### src/rtl/jtag_tap_pkg.sv
// JTAG TAP shared types and constants.
// TAP state encoding and instruction codes.
package jtag_tap_pkg;

  typedef enum logic [3:0] {
    TLR,
    RTI,
    SEL_DR,
    CAP_DR,
    SH_DR,
    EX1_DR,
    PAUSE_DR,
    EX2_DR,
    UPD_DR,
    SEL_IR,
    CAP_IR,
    SH_IR,
    EX1_IR,
    PAUSE_IR,
    EX2_IR,
    UPD_IR
  } tap_state_e;

  localparam logic [4:0] IR_IDCODE  = 5'h01;
  localparam logic [4:0] IR_USER    = 5'h10;
  localparam logic [4:0] IR_BYPASS  = 5'h1F;
  localparam logic [4:0] IR_CAPTURE = 5'b00001;

endpackage

### src/rtl/jtag_pin_sync.sv
// JTAG pin synchronizers into the clk domain.
// TCK edges come from a third flop behind the synchronizer.
module jtag_pin_sync (
  input  logic clk,
  input  logic rst,
  input  logic tck,
  input  logic tms,
  input  logic tdi,
  input  logic trst_n,
  output logic tck_rise,
  output logic tck_fall,
  output logic tms_s,
  output logic tdi_s,
  output logic trst_s_n
);

  logic [1:0] tck_q;
  logic [1:0] tms_q;
  logic [1:0] tdi_q;
  logic [1:0] trst_q;
  logic       tck_prev_q;

  // two-flop synchronizers, all at the same depth as TCK
  always_ff @(posedge clk or posedge rst) begin
    if (rst) begin
      tck_q      <= '0;
      tms_q      <= '0;
      tdi_q      <= '0;
      trst_q     <= '0;
      tck_prev_q <= 1'b0;
    end else begin
      tck_q      <= {tck_q[0], tck};
      tms_q      <= {tms_q[0], tms};
      tdi_q      <= {tdi_q[0], tdi};
      trst_q     <= {trst_q[0], trst_n};
      tck_prev_q <= tck_q[1];
    end
  end

  assign tck_rise = tck_q[1] & ~tck_prev_q;
  assign tck_fall = ~tck_q[1] & tck_prev_q;
  assign tms_s    = tms_q[1];
  assign tdi_s    = tdi_q[1];
  assign trst_s_n = trst_q[1];

endmodule

### src/rtl/jtag_sync_tap.sv
// Oversampled JTAG TAP with IDCODE, BYPASS and USER.
// USER has a capture/update handshake towards SoC logic.
module jtag_sync_tap #(
  parameter int unsigned   IrLength  = 5,
  parameter logic [31:0]   IdCode    = 32'h04F5484D,
  parameter int unsigned   UserWidth = 32
) (
  input  logic                 clk_i,
  input  logic                 rst_i,
  input  logic                 jtag_tck_i,
  input  logic                 jtag_tms_i,
  input  logic                 jtag_tdi_i,
  input  logic                 jtag_trst_ni,
  output logic                 jtag_tdo_o,
  output logic                 jtag_tdo_oe_o,
  input  logic [UserWidth-1:0] user_cap_data_i,
  output logic                 user_cap_o,
  output logic                 user_upd_valid_o,
  output logic [UserWidth-1:0] user_upd_data_o
);

  import jtag_tap_pkg::*;

  localparam logic [IrLength-1:0] IrIdcode =
    IrLength'(IR_IDCODE);
  localparam logic [IrLength-1:0] IrUser =
    IrLength'(IR_USER);
  localparam logic [IrLength-1:0] IrCapture =
    IrLength'(IR_CAPTURE);

  logic tck_rise;
  logic tck_fall;
  logic tms_s;
  logic tdi_s;
  logic trst_s_n;

  jtag_pin_sync u_sync (
    .clk      (clk_i),
    .rst      (rst_i),
    .tck      (jtag_tck_i),
    .tms      (jtag_tms_i),
    .tdi      (jtag_tdi_i),
    .trst_n   (jtag_trst_ni),
    .tck_rise (tck_rise),
    .tck_fall (tck_fall),
    .tms_s    (tms_s),
    .tdi_s    (tdi_s),
    .trst_s_n (trst_s_n)
  );

  tap_state_e state_q;
  tap_state_e state_d;

  logic [IrLength-1:0]  ir_q;
  logic [IrLength-1:0]  ir_sr_q;
  logic [31:0]          idcode_sr_q;
  logic                 bypass_sr_q;
  logic [UserWidth-1:0] user_sr_q;
  logic [UserWidth:0]   user_shift;

  logic sel_idcode;
  logic sel_user;
  logic sel_bypass;
  logic dr_lsb;
  logic rise_ok;

  assign rise_ok    = tck_rise & trst_s_n;
  assign user_shift = {tdi_s, user_sr_q};

  // TAP state register; synced TRST forces TLR
  always_ff @(posedge clk_i or posedge rst_i) begin
    if (rst_i)          state_q <= TLR;
    else if (!trst_s_n) state_q <= TLR;
    else                state_q <= state_d;
  end

  // 1149.1 next-state table, advanced on TCK rise
  always_comb begin
    state_d = state_q;
    if (tck_rise) begin
      unique case (state_q)
        TLR:      state_d = tms_s ? TLR    : RTI;
        RTI:      state_d = tms_s ? SEL_DR : RTI;
        SEL_DR:   state_d = tms_s ? SEL_IR : CAP_DR;
        CAP_DR:   state_d = tms_s ? EX1_DR : SH_DR;
        SH_DR:    state_d = tms_s ? EX1_DR : SH_DR;
        EX1_DR:   state_d = tms_s ? UPD_DR : PAUSE_DR;
        PAUSE_DR: state_d = tms_s ? EX2_DR : PAUSE_DR;
        EX2_DR:   state_d = tms_s ? UPD_DR : SH_DR;
        UPD_DR:   state_d = tms_s ? SEL_DR : RTI;
        SEL_IR:   state_d = tms_s ? TLR    : CAP_IR;
        CAP_IR:   state_d = tms_s ? EX1_IR : SH_IR;
        SH_IR:    state_d = tms_s ? EX1_IR : SH_IR;
        EX1_IR:   state_d = tms_s ? UPD_IR : PAUSE_IR;
        PAUSE_IR: state_d = tms_s ? EX2_IR : PAUSE_IR;
        EX2_IR:   state_d = tms_s ? UPD_IR : SH_IR;
        UPD_IR:   state_d = tms_s ? SEL_DR : RTI;
      endcase
    end
  end

  // instruction decode; unknown codes fall back to BYPASS
  always_comb begin
    sel_idcode = 1'b0;
    sel_user   = 1'b0;
    sel_bypass = 1'b0;
    unique case (1'b1)
      (ir_q == IrIdcode): sel_idcode = 1'b1;
      (ir_q == IrUser):   sel_user   = 1'b1;
      default:            sel_bypass = 1'b1;
    endcase
  end

  // LSB of the selected data register
  always_comb begin
    dr_lsb = bypass_sr_q;
    unique case (1'b1)
      sel_idcode: dr_lsb = idcode_sr_q[0];
      sel_user:   dr_lsb = user_sr_q[0];
      default:    dr_lsb = bypass_sr_q;
    endcase
  end

  // instruction register and its shift stage
  always_ff @(posedge clk_i or posedge rst_i) begin
    if (rst_i) begin
      ir_q    <= IrIdcode;
      ir_sr_q <= '0;
    end else if (!trst_s_n || state_q == TLR) begin
      ir_q    <= IrIdcode;
    end else if (tck_rise) begin
      unique case (state_q)
        CAP_IR:  ir_sr_q <= IrCapture;
        SH_IR:   ir_sr_q <= {tdi_s, ir_sr_q[IrLength-1:1]};
        UPD_IR:  ir_q    <= ir_sr_q;
        default: ;
      endcase
    end
  end

  // data registers: capture and shift the selected one
  always_ff @(posedge clk_i or posedge rst_i) begin
    if (rst_i) begin
      idcode_sr_q <= '0;
      bypass_sr_q <= 1'b0;
      user_sr_q   <= '0;
    end else if (rise_ok) begin
      unique case (state_q)
        CAP_DR: begin
          if (sel_idcode) idcode_sr_q <= IdCode;
          if (sel_bypass) bypass_sr_q <= 1'b0;
          if (sel_user)   user_sr_q   <= user_cap_data_i;
        end
        SH_DR: begin
          if (sel_idcode)
            idcode_sr_q <= {tdi_s, idcode_sr_q[31:1]};
          if (sel_bypass) bypass_sr_q <= tdi_s;
          if (sel_user)
            user_sr_q <= user_shift[UserWidth:1];
        end
        default: ;
      endcase
    end
  end

  // USER capture/update pulses and held update data
  always_ff @(posedge clk_i or posedge rst_i) begin
    if (rst_i) begin
      user_cap_o       <= 1'b0;
      user_upd_valid_o <= 1'b0;
      user_upd_data_o  <= '0;
    end else begin
      user_cap_o <=
        rise_ok & sel_user & (state_q == CAP_DR);
      user_upd_valid_o <=
        rise_ok & sel_user & (state_q == UPD_DR);
      if (rise_ok && sel_user && state_q == UPD_DR)
        user_upd_data_o <= user_sr_q;
    end
  end

  // TDO and its enable change on TCK fall
  always_ff @(posedge clk_i or posedge rst_i) begin
    if (rst_i) begin
      jtag_tdo_o    <= 1'b0;
      jtag_tdo_oe_o <= 1'b0;
    end else if (!trst_s_n) begin
      jtag_tdo_o    <= 1'b0;
      jtag_tdo_oe_o <= 1'b0;
    end else if (tck_fall) begin
      unique case (state_q)
        SH_IR: begin
          jtag_tdo_o    <= ir_sr_q[0];
          jtag_tdo_oe_o <= 1'b1;
        end
        SH_DR: begin
          jtag_tdo_o    <= dr_lsb;
          jtag_tdo_oe_o <= 1'b1;
        end
        default: begin
          jtag_tdo_o    <= 1'b0;
          jtag_tdo_oe_o <= 1'b0;
        end
      endcase
    end
  end

endmodule

### config.mk
export PLATFORM = sky130hd
export DESIGN_NAME = jtag_sync_tap
export DESIGN_NICKNAME = d
export VERILOG_FILES = /design/src/rtl/jtag_tap_pkg.sv /design/src/rtl/jtag_pin_sync.sv /design/src/rtl/jtag_sync_tap.sv
export SDC_FILE = /design/constraint.sdc
export NUM_CORES = 1
export LEC_CHECK = 0
export CAP_MARGIN = 15
export CORE_MARGIN = 2
export CORE_UTILIZATION = 49
export DETAILED_ROUTE_END_ITERATION = 6
export GPL_ROUTABILITY_DRIVEN = 0
export GPL_TIMING_DRIVEN = 0
export PLACE_DENSITY = 0.76
export SYNTH_ARGS = -nofsm -noshare
export SYNTH_HDL_FRONTEND = slang
export SYNTH_HIERARCHICAL = 1
export SYNTH_SLANG_ARGS = --single-unit
### constraint.sdc
create_clock -name clk_i -period 3.4 [get_ports clk_i]
set_input_delay 0.34 -clock clk_i [delete_from_list [all_inputs] [get_ports clk_i]]
set_output_delay 0.34 -clock clk_i [all_outputs]
set_load 0.005 [all_outputs]
==> metrics.txt <==
routed vias/inst between 5 and 6; Remaining DRCs 0; core area 0.0104 mm^2; Synth Cell Area 0.00524 mm^2; asr flop ratio synth 100%; Longest Clk Path Bufs 2; Hold Crit Class in -> async; average size of a mapped cell roughly 10 um^2; die width about 110 um; final std cells w/o fill 765; max-slew violation count 0; # Post-CTS Setup Buffers 0; clk_lat worst skew about 520 ps; H-tree levels 4; Clock Pin Slew Worst Setup and Hold Paths 60 ps; final setup fails 0; setup_tns 0 ps; Worst Reg2Reg Path Length in Cells 6; CTS tree yes; # resized after CTS 0; post-route ant nets 0; CTS root buf clkbuf_8; LEAKAGE 2.99 nW; number of port buffers 73; CP arrival 2740 ps; die area roughly 0.012 mm^2; Routed WL between 10 and 15 mm; hpwl dp between 7 and 8 mm; maxcap violations 0; synth warn 6; Post-synth top cells nand2_1 (129), dfrtp_1 (123), nor2_1 (51); synthesized instance count approximately 520; placed cell count about 730; Avg WL per Cell 15.2 um; largest net degree at the start of global routing 77; fin nets around 650; post-synth top area share about three fifths; Max Fclk about 430 MHz; setup ws final between 1000 and 1500 ps; Worst setup EP type flip-flop; overall routing resource usage about 22%; vias in the first global route roughly 4.2k; row cnt 37; Final Critical Period around 2300 ps; vias ~4.1k; Setup Skew roughly 12 ps; worst vdd ir between 200 and 300 uV; Worst slew margin about half; pwr/cell area 525 mW/mm^2; Final Cycle Share approximately two thirds; Seq cells post-synth 124; I/O pins 74; CTS buffer count 17; critical setup path kind reg -> reg; Synth area leaders dfrtp_1 (59%), nand2_1 (9.2%), mux2_2 (7.5%); initial antenna violation count 0; syn_nets 560; die height approximately 110 um; RR Startpoint state_q[3]$_DFFE_PP0P_; Synth Flop Type dfrtp_1; crit path from state_q[3]$_DFFE_PP0P_; filler cell count around 800; DRT Pass-1 Iters 5; Worst Max-Slew Pin Slew ~760 ps; share of cells above drive strength 1 between 10% and 20%; EDFF count, synth 0; area grow syn2layout 30.4%; Crit Path Max Fanout 10; Worst setup SP type flip-flop; pre-CTS WS around 1100 ps; initial DRC count between 300 and 400; number of diodes 0; fin util roughly 66%; outcome complete, no violations; count leader, synth nand2_1; first-pass GRT wire length between 15 and 20 mm; Initial Utilization about half; Hold Fails Final Rpt 0; post-synthesis sequential area ratio 59.2%; library cells used by synthesis slightly above 40; WP data required approximately 3800 ps; cts hold-fix bufs 0; unrepaired setup endpoints after global routing no; largest area contributor in the netlist dfrtp_1; clock sinks roughly 120; total gr overflow 0
-- kinds of logic after synthesis --
group / share of synthesized area (%)
xor gates and xnor gates: 0.167
and+or+nand+nor: 17.2
AOI/OAI and AO/OA: 12.3
buffers and inverters: 3.44
muxes: 7.71
DFF: 59.2
-- stage by stage --
| stage | instance area (um^2) | hold slack (ps) | power, W |
|---|---|---|---|
| after floorplan | 5240 | 168 | 0.00157 |
| after detailed placement | 6180 | 335 | 0.00164 |
| after global placement | 6140 | 332 | 0.00163 |
| after CTS | 6840 | 158 | 0.00362 |
| after global routing | 6840 | 186 | 0.00371 |
| final | 6840 | 170 | 0.00359 |
-- power breakdown --
group	leakage (nW)	internal, W	total [W]	switching [W]
Combinational	1.13	0.0000571	0.000121	0.0000637
Sequential	1.54	0.00149	0.00149	0.00000563
Clock	0.321	0.00134	0.00197	0.000631
Total	2.99	0.00289	0.00359	0.000700
-- area by class of cell --
cell class | count | area [um^2] | share of cell area (%)
Multi-Input combinational cell | 356 | 1960 | 28.6
Tap cell | 136 | 170 | 2.49
Buffer | 37 | 161 | 2.36
Inverter | 5 | 21.3 | 0.311
Clock inverter | 10 | 185 | 2.71
Timing Repair Buffer | 75 | 763 | 11.2
Clock buffer | 22 | 473 | 6.92
Sequential cell | 124 | 3100 | 45.4
-- worst max-delay path, cell delays in order, from the launching register on --
cell,delay (ps)
dfrtp_1,360
clkbuf_1,200
nor4b_1,730
buf_2,280
clkbuf_1,370
nand2_1,100
a31oi_1,190
-- path summary, 6_finish.rpt --
check / end / slack [ps]
worst max-delay path: user_sr_q[0]$_DFFE_PP0P_ / 1090
worst min-delay path: u_sync/tdi_q[0]$_DFF_PP0_ / 170
worst max register to register: user_sr_q[0]$_DFFE_PP0P_ / 1090
worst min register to register: u_sync/tms_q[1]$_DFF_PP0_ / 350
max in group asynchronous: idcode_sr_q[12]$_DFFE_PP0P_ / 2420
min in group clk_i: u_sync/tck_q[0]$_DFF_PP0_ / 260
-- state kept, by name, indices dropped and copies added, names as in the netlist --
signal,count
bypass_sr_q,1
idcode_sr_q,32
ir_q,5
ir_sr_q,5
jtag_tdo_o,1
jtag_tdo_oe_o,1
state_q,4
u_sync/tck_prev_q,1
u_sync/tck_q,2
u_sync/tdi_q,2
u_sync/tms_q,2
u_sync/trst_q,2
user_cap_o,1
user_sr_q,32
user_upd_data_o,32
user_upd_valid_o,1
-- layout by cell type (no fill, tap or decap), types with 2 or more instances in the layout --
cell	count
nand4_1	2
nor2b_1	9
inv_1	4
clkinv_2	2
clkdlybuf4s50_1	73
a32o_1	2
mux2_2	35
nor4b_1	2
bufinv_16	5
o21ai_0	47
nand2_1	129
and2_1	2
dfrtp_1	123
a221oi_1	2
buf_2	10
a31oi_1	32
nor2_1	51
clkbuf_16	16
nor3_1	3
clkbuf_8	5
clkinv_4	2
a21oi_1	8
nand2b_1	3
nand3b_1	4
nand3_1	5
clkbuf_1	26
a22o_1	2
buf_4	3
-- layer usage --
metal / part of all wire (%) / GRT usage (%) / wire (um) / vias up
li1: - / - / - / 1959
met1: 45 / 28.1 / 5220 / 2054
met2: 49 / 35.3 / 5680 / 113
met3: 4.7 / 6.84 / 552 / 15
met4: 1.7 / 7.88 / 203 / 0
met5: 0 / 0 / 0 / -
No activity file was read; power rests on OpenSTA's default activity.
